[config.mk]
export PLATFORM = sky130hd
export DESIGN_NAME = ahbl_sram_slave_if
export DESIGN_NICKNAME = d
export VERILOG_FILES = /design/src/rtl/ahbl_sram_slave_if.sv
export SDC_FILE = /design/constraint.sdc
export NUM_CORES = 1
export LEC_CHECK = 0
export CORE_ASPECT_RATIO = 0.6
export CORE_MARGIN = 2
export CORE_UTILIZATION = 50
export DETAILED_ROUTE_END_ITERATION = 16
export DONT_BUFFER_PORTS = 1
export SYNTH_ARGS = -nofsm -noshare
export SYNTH_HDL_FRONTEND = slang
export SYNTH_SLANG_ARGS = --single-unit
[constraint.sdc]
create_clock -name HCLK -period 1.9 [get_ports HCLK]
set_input_delay 0.19 -clock HCLK [delete_from_list [all_inputs] [get_ports HCLK]]
set_output_delay 0.19 -clock HCLK [all_outputs]
set_load 0.02 [all_outputs]
[src/rtl/ahbl_sram_slave_if.sv]
// ahbl_sram_slave_if
// AHB-Lite slave front end for the on-chip SRAM path. It accepts AHB-Lite
// transfers and issues one-cycle ahbsram_req pulses while holding the address,
// size, direction and write data. It waits for sramahb_ack, returns read data
// and stretches the data phase with wait states. An illegal access (address
// beyond MEM_DEPTH words, or HSIZE > 2) never reaches the SRAM.
//
// Build option: AHBL_SRAM_ERR_RESP_EN
//   defined   - illegal accesses get the two-cycle ERROR response (ERR1/ERR2).
//   undefined - illegal accesses complete as a zero-wait OKAY. Writes are
//               dropped and reads return zero.
//
// Ports:
//   HCLK, HRESETN            clock, async active-low reset
//   HSEL..HREADYIN           AHB-Lite slave inputs
//   HREADYOUT, HRESP, HRDATA AHB-Lite slave response (registered)
//   ahbsram_req              one-cycle request pulse (same cycle as BUSY low)
//   ahbsram_write/size/addr  request attributes, held until the next accept
//   ahbsram_wdata(_usram)    write data; HWDATA passes through on the req cycle
//   sramahb_ack              completion pulse, one cycle after req
//   sramahb_rdata            read data, one cycle after ack
//   BUSY                     SRAM busy; holds off the request
module ahbl_sram_slave_if #(
  parameter int unsigned MEM_DEPTH  = 512,
  parameter int unsigned MEM_AWIDTH = 19
) (
  input  logic                  HCLK,
  input  logic                  HRESETN,
  input  logic                  HSEL,
  input  logic [31:0]           HADDR,
  input  logic [1:0]            HTRANS,
  input  logic                  HWRITE,
  input  logic [2:0]            HSIZE,
  input  logic [31:0]           HWDATA,
  input  logic                  HREADYIN,
  output logic                  HREADYOUT,
  output logic                  HRESP,
  output logic [31:0]           HRDATA,
  output logic                  ahbsram_req,
  output logic                  ahbsram_write,
  output logic [2:0]            ahbsram_size,
  output logic [MEM_AWIDTH-1:0] ahbsram_addr,
  output logic [31:0]           ahbsram_wdata,
  output logic [31:0]           ahbsram_wdata_usram,
  input  logic                  sramahb_ack,
  input  logic [31:0]           sramahb_rdata,
  input  logic                  BUSY
);

  localparam int unsigned MEM_BYTES = MEM_DEPTH * 4;

  typedef enum logic [2:0] {
    IDLE     = 3'd0,
    REQ      = 3'd1,
    WAIT_ACK = 3'd2,
    RD_CAP   = 3'd3,
    DONE     = 3'd4
`ifdef AHBL_SRAM_ERR_RESP_EN
    ,
    ERR1     = 3'd5,
    ERR2     = 3'd6
`endif
  } state_t;

  state_t      state, next_state;
  logic        accept;
  logic        legal;
  logic        sample;
  logic        ready_nxt;
  logic        resp_nxt;
  logic [31:0] wdata_q;
  logic        unused;

  // HTRANS[0] only separates NONSEQ from SEQ, which this slave treats alike.
  assign unused = HTRANS[0];

  assign accept = HSEL & HREADYIN & HTRANS[1];
  assign legal  = (HADDR < 32'(MEM_BYTES)) && (HSIZE <= 3'd2);

  // The controller must see the write data in the same cycle as the request.
  assign ahbsram_wdata       = (ahbsram_req && ahbsram_write) ? HWDATA : wdata_q;
  assign ahbsram_wdata_usram = ahbsram_wdata;

  // Next state, request pulse and next response.
  always_comb begin
    next_state  = state;
    sample      = 1'b0;
    ahbsram_req = 1'b0;
    ready_nxt   = 1'b0;
    resp_nxt    = 1'b0;
    case (state)
      IDLE, DONE: sample = 1'b1;
      REQ: begin
        if (!BUSY) begin
          ahbsram_req = 1'b1;
          next_state  = WAIT_ACK;
        end
      end
      WAIT_ACK: begin
        if (sramahb_ack) next_state = ahbsram_write ? DONE : RD_CAP;
      end
      RD_CAP: next_state = DONE;
`ifdef AHBL_SRAM_ERR_RESP_EN
      ERR1: next_state = ERR2;
      ERR2: sample = 1'b1;
`endif
      default: next_state = IDLE;
    endcase
    // Cycles that end a data phase also take the next address phase.
    if (sample) begin
      if (!accept)    next_state = IDLE;
      else if (legal) next_state = REQ;
      else begin
`ifdef AHBL_SRAM_ERR_RESP_EN
        next_state = ERR1;
`else
        next_state = IDLE;
`endif
      end
    end
    ready_nxt = (next_state == IDLE) || (next_state == DONE);
`ifdef AHBL_SRAM_ERR_RESP_EN
    ready_nxt = ready_nxt || (next_state == ERR2);
    resp_nxt  = (next_state == ERR1) || (next_state == ERR2);
`endif
  end

  // State, registered AHB response and held request attributes.
  always_ff @(posedge HCLK or negedge HRESETN) begin
    if (!HRESETN) begin
      state         <= IDLE;
      HREADYOUT     <= 1'b1;
      HRESP         <= 1'b0;
      HRDATA        <= '0;
      ahbsram_write <= 1'b0;
      ahbsram_size  <= '0;
      ahbsram_addr  <= '0;
      wdata_q       <= '0;
    end else begin
      state     <= next_state;
      HREADYOUT <= ready_nxt;
      HRESP     <= resp_nxt;
      if (sample && accept) begin
        ahbsram_write <= HWRITE;
        ahbsram_size  <= HSIZE;
        ahbsram_addr  <= HADDR[MEM_AWIDTH-1:0];
      end
      if (ahbsram_req && ahbsram_write) wdata_q <= HWDATA;
      if (state == RD_CAP) HRDATA <= sramahb_rdata;
`ifndef AHBL_SRAM_ERR_RESP_EN
      // A dropped illegal read still has to return a defined value.
      if (sample && accept && !legal && !HWRITE) HRDATA <= '0;
`endif
    end
  end

endmodule

==> flow_summary.json <==
{
  "synth-simple-area-share_pct": 6.04,
  "core.rowCount": 25,
  "synthXorXnorAreaFrac_pct": 0,
  "die-area_mm2": 0.00866,
  "synth-warning-count": 0,
  "route.detailed.drc": 0,
  "power_density_mw_per_mm2": 996,
  "path_clk_slew_ns": 0.06,
  "power.leakage_nw": 2.37,
  "die_x_um": 119,
  "final_nets": 381,
  "yosysUniqueCellTypes": 27,
  "finalCritPeriodShare_pct": 103,
  "status": "finished, violations left",
  "grt_remaining_overflow": 0,
  "globalplace.congestion": 0.696,
  "clkSinkCount": 91,
  "timing.hold.ws_ns": -0.448,
  "synth-edff-count": 0,
  "skew_ns": 0.00500,
  "finalMaxSlewViolations": 0,
  "crit_chain": "nor4b_4 > nand2_2 > buf_12 > mux2_4",
  "ys_seq_elements": 91,
  "clockBufferDepth": 2,
  "coreArea_mm2": 0.00776,
  "max-vdd-ir-drop_uv": 668,
  "netlist_instances": 279,
  "grt_pass1_vias": 2133,
  "start_kind": "flip-flop",
  "critPathRequiredTime_ns": 1.71,
  "worstPathArrival_ns": 1.77,
  "grt_pass1_wl_mm": 11.5,
  "htreeDepth": 3,
  "io_buffers": 0,
  "dp_hpwl_mm": 5.26,
  "async_flop_share_pct": 100,
  "synth_top_area_cell": "dfrtp_1",
  "synth_top_family_by_area": "multiplexers",
  "diodes": 0,
  "synth_compound_area_share_pct": 1.17,
  "hold_viol": 91,
  "grt_max_degree": 92,
  "reg2regPathDepth": 6,
  "avgRoutedWirePerCell_um": 19.7,
  "crit_type": "reg -> out",
  "yosysSeqAreaShare_pct": 57.6,
  "cts-root-buf": "clkbuf_16",
  "die_y_um": 72.9,
  "insertion_delay_ns": 0.33,
  "dr.first_iter.drc_count": 119,
  "routed_wl_mm": 7.62,
  "fmax_ghz": 0.511,
  "drt-pass1-iter-count": 4,
  "grt_antenna_before_repair": 0,
  "tritoncts": "yes",
  "violations": "negative hold slack, negative setup slack",
  "cts-buffers-inserted": 9,
  "fin_crit_ns": 1.96,
  "synth_area_per_cell_um2": 14.2,
  "synth.most_common_cell": "dfrtp_1",
  "synth_ff_type": "dfrtp_1",
  "synth_top_cells_by_area": "dfrtp_1 (57%), mux2_4 (11%), mux2i_1 (8.1%), mux2_2 (7.1%), buf_4 (6.6%)",
  "worst_slack_ns": -0.0578,
  "cp_slowest_cell": "dfrtp_2",
  "via_per_inst": 5.36,
  "rrSetupSlack_ns": 0.31,
  "endpoint_kind": "output pin",
  "initial_core_util_pct": 51.0,
  "yosysTopAreaCellShare_pct": 57.0,
  "worstPathMaxFanout": 32,
  "power_mw": 4.39,
  "antenna_left": 0,
  "setup_viol": 64,
  "syn_to_final_growth_pct": 11.3,
  "final_core_util_pct": 56.7,
  "hold_path.class": "in -> async",
  "rsz0062_at_grt": "yes",
  "synthMuxAreaShare_pct": 26.6,
  "ys_top_cells_by_count": "dfrtp_1 (90), buf_4 (35), nor2_1 (33)",
  "synth_fa_ha_area_share_pct": 0,
  "layout-drive-gt1-share_pct": 30.9,
  "grt_usage_pct": 17.6,
  "cap_violations": 0,
  "crit_path_max_incr_delay_ns": 0.43,
  "ios": 230,
  "vias": 2068,
  "synth_fp_nets": 387,
  "syn_area_mm2": 0.00395
}
-- sequential cells by signal, indices dropped and copies added (netlist names) --
| register | flops |
|---|---|
| HRDATA | 32 |
| wdata_q | 32 |
| ahbsram_addr | 19 |
| ahbsram_size | 3 |
| state | 3 |
| HREADYOUT | 1 |
| ahbsram_write | 1 |
-- cell families after synthesis --
logic type	Yosys count
AOI/OAI and AO/OA	6
DFF	91
other	1
muxes	87
and+or+nand+nor	48
buffers and inverters	46
-- layout by cell type, fill, tap and decap left out, drive strengths merged --
cell	n
a211oi	1
a21oi	1
a31o	1
a31oi	1
and4bb	1
buf	7
bufinv	2
clkbuf	12
clkinv	1
clkinvlp	1
conb	1
dfrtp	90
dfstp	1
dlygate4sd3	20
inv	2
mux2	55
mux2i	32
nand2	3
nand3	1
nand3b	1
nand4	1
nor2	33
nor3	1
nor4	5
nor4b	1
nor4bb	1
o21ba	1
o32ai	1
-- where the power goes --
part           switching [mW]  total (mW)  leakage [nW]  internal [mW]
combinational          0.0666       0.193         0.999          0.127
clock                   0.697        1.92         0.159           1.22
sequential              0.223        2.27          1.21           2.05
total                   0.987        4.39          2.37           3.40
-- metrics by stage --
stage          TNS [ns]  cell area (µm²)  setup WS, ns  instances  hold slack [ns]
2_1_floorplan     -1.19             3950       -0.0397        279           -0.106
3_3_place_gp          0             3860         0.241        349           -0.104
3_5_place_dp          0             3860         0.233        349           -0.104
4_1_cts           -4.03             4390       -0.0736        385           -0.462
5_1_grt           -7.21             4400        -0.124        386           -0.469
6_report          -3.04             4400       -0.0578        386           -0.448
-- final timing paths --
| path | startpoint | to |
|---|---|---|
| max | state[1]$_DFF_PN0_ | ahbsram_wdata[21] |
| min | HRESETN | ahbsram_addr[11]$_DFFE_PN0P_ |
| max reg2reg | state[1]$_DFF_PN0_ | HRDATA[1]$_DFFE_PN0P_ |
| min reg2reg | state[2]$_DFF_PN0_ | state[2]$_DFF_PN0_ |
| max in group asynchronous | HRESETN | HREADYOUT$_DFF_PN1_ |
| min in group HCLK | HADDR[15] | ahbsram_addr[15]$_DFFE_PN0P_ |
-- layout make-up --
cell class	count	area, µm²
clock buffer	12	256
tap	108	135
sequential	91	2280
inverter	2	7.51
multi-input combinational	142	1350
fill	660	3360
clock inverter	4	72.6
timing repair buffer	27	303
-- critical path, delay by kind of cell (launching register included) --
| kind | cells | cell delay, ns |
|---|---|---|
| buffers and inverters | 1 | 0.20 |
| DFF | 1 | 0.43 |
| muxes | 1 | 0.40 |
| and+or+nand+nor | 2 | 0.39 |
-- layer usage --
layer	vias up	part of all wire, %	global-route usage, %
met4	0	1.1	5.29
met5	-	0	0
met2	112	48	29.3
li1	909	-	-
met3	9	11	8.91
met1	1038	39	20.3
-- what timing repair did --
| action | CTS | global route |
|---|---|---|
| hold buffers | 19 | 1 |
| buffers inserted | 1 | 0 |
| hold endpoints to repair | 110 | 92 |
| gates resized for setup | 1 | 1 |
| endpoints found under the setup margin | 64 | 64 |
No activity file was read; power rests on OpenSTA's default activity.
